===== src/rtl/kempston_mouse_ctrl.sv =====
// PS/2 mouse packet framer and Kempston position accumulator.
// Ports: clk_sys/reset_n; ps2_byte/ps2_byte_stb in; mouse_state, mouse_new,
// pkt_err, wheel out. Optional 4-byte wheel packets via KMOUSE_WHEEL_EN.
module kempston_mouse_ctrl #(
  parameter int         TIMEOUT_CYC = 96000,
  parameter int         TO_W        = 17,
  parameter logic [7:0] X_INIT      = 8'd128
) (
  input  logic        clk_sys,
  input  logic        reset_n,
  input  logic [7:0]  ps2_byte,
  input  logic        ps2_byte_stb,
  output logic [16:0] mouse_state,
  output logic        mouse_new,
  output logic        pkt_err,
  output logic [3:0]  wheel
);

  localparam logic [2:0] S_B0    = 3'd0;
  localparam logic [2:0] S_B1    = 3'd1;
  localparam logic [2:0] S_B2    = 3'd2;
  localparam logic [2:0] S_B3    = 3'd3;
  localparam logic [2:0] S_APPLY = 3'd4;

  localparam logic [TO_W-1:0] TO_LAST = TO_W'(TIMEOUT_CYC - 1);

  logic [2:0]      state_q, state_d;
  logic [TO_W-1:0] timer_q, timer_d;
  // flags byte bits kept: {yovf, xovf, ysign, xsign, btn}
  logic [4:0]      flg_q, flg_d;
  logic [7:0]      dx_q, dx_d;
  logic [7:0]      dy_q, dy_d;
  logic [7:0]      x_q, x_d;
  logic [7:0]      y_q, y_d;
  logic            btn_q, btn_d;
  logic            new_q, new_d;
  logic            err_q, err_d;
  logic [7:0]      dx_add, dy_add;
  logic            commit, expired;

`ifdef KMOUSE_WHEEL_EN
  logic [3:0] b3_q, b3_d;
  logic [3:0] wh_q, wh_d;
  localparam logic [2:0] S_AFTER_DY = S_B3;
`else
  localparam logic [2:0] S_AFTER_DY = S_APPLY;
`endif

  assign commit  = (state_q == S_APPLY);
  assign expired = (timer_q == TO_LAST);
  // Overflowed axes contribute nothing; the sign bit only matters
  // beyond bit 7, which the 8-bit wrap discards.
  assign dx_add  = flg_q[3] ? 8'h00 : dx_q;
  assign dy_add  = flg_q[4] ? 8'h00 : dy_q;

  always_comb begin
    state_d = state_q;
    timer_d = timer_q;
    flg_d   = flg_q;
    dx_d    = dx_q;
    dy_d    = dy_q;
    x_d     = x_q;
    y_d     = y_q;
    btn_d   = btn_q;
    new_d   = 1'b0;
    err_d   = 1'b0;
`ifdef KMOUSE_WHEEL_EN
    b3_d    = b3_q;
    wh_d    = wh_q;
`endif
    if (commit) begin
      x_d   = x_q + dx_add;
      y_d   = y_q + dy_add;
      btn_d = flg_q[0];
      new_d = 1'b1;
`ifdef KMOUSE_WHEEL_EN
      wh_d  = wh_q + b3_q;
`endif
    end
    case (state_q)
      S_B0, S_APPLY: begin
        timer_d = '0;
        state_d = S_B0;
        if (ps2_byte_stb) begin
          if (ps2_byte[3]) begin
            flg_d   = {ps2_byte[7:4], ps2_byte[0]};
            state_d = S_B1;
          end else begin
            // A bad header in APPLY is dropped silently so
            // pkt_err never coincides with mouse_new.
            err_d = ~commit;
          end
        end
      end
      S_B1, S_B2, S_B3: begin
        if (ps2_byte_stb) begin
          timer_d = '0;
          unique case (1'b1)
            (state_q == S_B1): begin
              dx_d    = ps2_byte;
              state_d = S_B2;
            end
            (state_q == S_B2): begin
              dy_d    = ps2_byte;
              state_d = S_AFTER_DY;
            end
            default: begin
`ifdef KMOUSE_WHEEL_EN
              b3_d    = ps2_byte[3:0];
`endif
              state_d = S_APPLY;
            end
          endcase
        end else if (expired) begin
          timer_d = '0;
          state_d = S_B0;
          err_d   = 1'b1;
        end else begin
          timer_d = timer_q + 1'b1;
        end
      end
      default: begin
        timer_d = '0;
        state_d = S_B0;
      end
    endcase
  end

  always_ff @(posedge clk_sys or negedge reset_n) begin
    if (!reset_n) begin
      state_q <= S_B0;
      timer_q <= '0;
      flg_q   <= '0;
      dx_q    <= '0;
      dy_q    <= '0;
      x_q     <= X_INIT;
      y_q     <= '0;
      btn_q   <= 1'b0;
      new_q   <= 1'b0;
      err_q   <= 1'b0;
    end else begin
      state_q <= state_d;
      timer_q <= timer_d;
      flg_q   <= flg_d;
      dx_q    <= dx_d;
      dy_q    <= dy_d;
      x_q     <= x_d;
      y_q     <= y_d;
      btn_q   <= btn_d;
      new_q   <= new_d;
      err_q   <= err_d;
    end
  end

`ifdef KMOUSE_WHEEL_EN
  always_ff @(posedge clk_sys or negedge reset_n) begin
    if (!reset_n) begin
      b3_q <= '0;
      wh_q <= '0;
    end else begin
      b3_q <= b3_d;
      wh_q <= wh_d;
    end
  end
  assign wheel = wh_q;
`else
  assign wheel = 4'h0;
`endif

  assign mouse_state = {btn_q, y_q, x_q};
  assign mouse_new   = new_q;
  assign pkt_err     = err_q;

endmodule


===== config.mk =====
export PLATFORM = sky130hd
export DESIGN_NAME = kempston_mouse_ctrl
export DESIGN_NICKNAME = d
export VERILOG_FILES = /design/src/rtl/kempston_mouse_ctrl.sv
export SDC_FILE = /design/constraint.sdc
export NUM_CORES = 1
export LEC_CHECK = 0
export CAP_MARGIN = 20
export CORE_MARGIN = 2
export CORE_UTILIZATION = 43
export DETAILED_ROUTE_END_ITERATION = 10
export PLACE_DENSITY = 0.72
export SYNTH_ARGS = -nofsm -noshare
export SYNTH_HDL_FRONTEND = slang
export SYNTH_SLANG_ARGS = --single-unit

===== constraint.sdc =====
create_clock -name clk_sys -period 4.25 [get_ports clk_sys]
set_input_delay 0.85 -clock clk_sys [delete_from_list [all_inputs] [get_ports clk_sys]]
set_output_delay 0.85 -clock clk_sys [all_outputs]
set_load 0.005 [all_outputs]

==> results.py <==
metrics = {
    "clock_network": {
        "ctsResizeCount": 0,
        "clk_latency_ps": 330,
        "cts_buffer_depth": 2,
        "cts_setup_buffers": 0,
        "hold_buffers": 0,
        "cts_htree_levels": 3,
        "cts_root_buf": "clkbuf_8",
        "tritoncts": "done",
        "cts_buffers": 9,
        "cts_num_sinks": 58,
        "cts.clk_slew.worst_paths_ps": 70,
    },
    "drt": {
        "vias": 2205,
        "ant_nets": 0,
        "wl_per_cell_um": 13.7,
        "first_pass_iters": 4,
        "routed_wl_um": 5900,
        "viasPerCell": 5.13,
        "drcViolationCount": 0,
        "initialDrtViolationCount": 99,
    },
    "timing": {
        "layout_setup_ws_ps": 1900,
        "tns_ps": 0,
        "finalCritPeriodShare": 0.552,
        "finalClockSkew_ps": 7.30,
        "fmax_mhz": 426,
        "slew_viol_final": 0,
        "final-hold-violation-count": 0,
        "setup_viol": 0,
        "rsz0062_at_grt": "false",
        "finalCriticalPeriod_ps": 2350,
        "maxSlewHeadroom": 0.401,
        "tightest_slew_ps": 896,
    },
    "job": {
        "timing.max_cap.violations": 0,
    },
    "worst_setup_path": {
        "rr_worst_depth": 6,
        "critPathMaxFanout": 30,
        "slowest_delay_ps": 610,
        "r2r_start": "state_q[1]",
        "crit_path_end_kind": "flip-flop",
        "r2r_setup_slack_ps": 1900,
        "crit_arrival_ps": 2560,
        "required_ps": 4460,
        "r2r-end": "y_q[7]",
        "slowest_stage": "nand2_1",
        "worst_setup_path_start_kind": "flip-flop",
        "path_cells": "nor2_1, nand2_1, inv_1, nand3_1, mux2i_1, o22ai_1",
        "crit_type": "flip-flop to flip-flop",
    },
    "logic_synthesis": {
        "netlist-cell-type-count": 42,
        "ys_seq_elements": 58,
        "synthArstFlopShare": 1.00,
        "yosys_warnings": 0,
        "mappedNetlistArea_um2": 3090,
        "synth_edf_count": 0,
        "ys_seq_area_frac": 0.470,
        "syn_inst": 295,
        "syn_avg_cell_area_um2": 10.5,
        "synth-main-ff-cell": "dfrtp_1",
    },
    "floorplan": {
        "die_h_um": 88.8,
        "coreArea_um2": 6870,
        "start_util": 0.450,
        "die_area_um2": 7880,
        "pin_count": 34,
        "num_rows": 30,
        "fp.dieW_um": 88.8,
    },
    "power_and_ir_drop": {
        "p_switching_w": 0.000641,
        "pwr-share-clk": 0.284,
        "p_comb_frac": 0.335,
        "p_per_area_nw_per_um2": 568,
        "p_leak_nw": 1.62,
        "internal-power_w": 0.00146,
        "power_frac_seq": 0.382,
        "peakVddDrop_uv": 235,
        "switching_share": 0.306,
    },
    "layout": {
        "diodes": 0,
        "fin_nets": 357,
        "final_layout_size_suffix_gt1_frac": 0.126,
        "area_growth_pct": 19.4,
        "fin_util": 0.537,
    },
    "worst_hold_path": {
        "holdPathStages": 2,
        "worstHoldStart": "flg_q[0]",
        "hold_end": "btn_q",
        "hold_path_class": "flip-flop to flip-flop",
    },
    "global_routing": {
        "antenna_found_initial": 0,
        "grt_pass1_vias": 2182,
        "grt_pass1_wl_um": 10200,
        "overflow": 0,
        "grt_max_degree": 59,
        "grtUsageTotal": 0.169,
    },
    "place": {
        "gp_congestion": 0.794,
        "port_buffers": 29,
        "dpl_worst_slack_ps": 1680,
        "hpwl_um": 4180,
    },
    "run_status": {
        "status": "completed",
    },
}
-- routing by layer --
layer	global-route usage	vias up	wire, um
li1	-	1083	-
met3	0.0299	8	171
met5	0	-	0
met4	0.0826	0	110
met2	0.263	29	2750
met1	0.229	1085	2870
-- synth_stat cells (2+ instances only) --
cell / instances / area share
a211oi_1: 5 / 0.012
a21o_1: 4 / 0.0097
a21oi_1: 7 / 0.011
and2_1: 4 / 0.0081
and3_1: 6 / 0.012
buf_2: 2 / 0.0032
buf_4: 6 / 0.015
clkbuf_1: 2 / 0.0024
dfrtp_1: 57 / 0.46
fa_1: 2 / 0.013
ha_1: 15 / 0.061
inv_1: 10 / 0.012
mux2_2: 19 / 0.069
nand2_1: 28 / 0.034
nand2b_1: 4 / 0.0081
nand3_1: 11 / 0.018
nand3b_1: 2 / 0.0049
nor2_1: 22 / 0.027
nor2b_1: 14 / 0.028
nor3_1: 6 / 0.0097
o21a_1: 7 / 0.017
o21ai_0: 12 / 0.019
o21bai_1: 6 / 0.015
o31a_1: 3 / 0.0085
o31ai_1: 3 / 0.0073
or3_1: 2 / 0.0040
xnor2_1: 6 / 0.017
xor2_1: 16 / 0.045
-- area by class of cell --
class,count,area [um2]
Clock buffer,12,165
Clock inverter,4,72.6
Fill cell,636,3180
Inverter,10,37.5
Multi-Input combinational cell,220,1550
Sequential cell,58,1450
Tap cell,96,120
Timing Repair Buffer,30,293
-- through the flow --
step / area, um2 / std cells / power, W / hold slack (ps)
2_1_floorplan: 3100 / 298 / 0.00126 / 435
3_3_place_gp: 3450 / 414 / 0.00148 / 455
3_5_place_dp: 3450 / 414 / 0.00152 / 454
4_1_cts: 3690 / 430 / 0.00212 / 470
5_1_grt: 3690 / 430 / 0.00225 / 508
6_report: 3690 / 430 / 0.00210 / 473
-- power groups by stage --
| stage | Clock, W | Combinational [W] | Sequential [W] |
|---|---|---|---|
| detailed placement | 0 | 0.000703 | 0.000812 |
| global route | 0.000634 | 0.000796 | 0.000823 |
| global placement | 0 | 0.000678 | 0.000805 |
| floorplan | 0 | 0.000468 | 0.000790 |
| finish | 0.000595 | 0.000702 | 0.000800 |
| CTS | 0.000613 | 0.000708 | 0.000802 |
-- registers in the layout (all words and copies together) (netlist names) --
register,flops
btn_q,1
dx_q,8
dy_q,8
flg_q,3
mouse_new,1
pkt_err,1
state_q,3
timer_q,17
x_q,8
y_q,8
-- worst max-delay path by stage --
stage	from	endpoint	slack (ps)
3_5_place_dp	ps2_byte_stb	dy_q[1]	1680
4_1_cts	state_q[1]	y_q[7]	1890
5_1_grt	state_q[1]	y_q[7]	1650
3_3_place_gp	ps2_byte_stb	dy_q[2]	1770
6_report	state_q[1]	y_q[7]	1900
2_1_floorplan	flg_q[3]	x_q[7]	2300
-- worst max-delay path: cells and delay by family (launching register included) --
family / cells / cell delay, ps
compound gates: 1 / 110
buf+inv: 1 / 510
flops: 1 / 430
mux: 1 / 160
simple gates: 3 / 1030
-- cell usage in the layout, fill, tap and decap left out, types with 3 or more instances in the layout --
cell	count
nand3_1	11
o21a_1	7
nor3_1	6
ha_1	15
a21oi_1	7
and2_1	4
nand2_1	28
dfrtp_1	57
nand2b_1	4
o21bai_1	6
clkbuf_8	12
inv_1	10
xnor2_1	6
conb_1	4
o31a_1	3
nor2b_1	14
a21o_1	4
clkdlybuf4s50_1	28
mux2_2	19
nor2_1	22
a211oi_1	5
and3_1	6
xor2_1	16
o21ai_0	12
o31ai_1	3
-- kinds of logic (layout without fill, tap and decap cells) --
| family | after synthesis | in the layout | synth area share |
|---|---|---|---|
| simple gates | 107 | 107 | 0.181 |
| flops | 58 | 58 | 0.470 |
| compound gates | 50 | 50 | 0.107 |
| xor+xnor | 22 | 22 | 0.0623 |
| mux | 20 | 20 | 0.0724 |
| buf+inv | 20 | 56 | 0.0324 |
| fa+ha+maj | 17 | 17 | 0.0737 |
| other cells | 1 | 4 | 0.00121 |
Note: power is estimated with default switching activity, not from simulation.
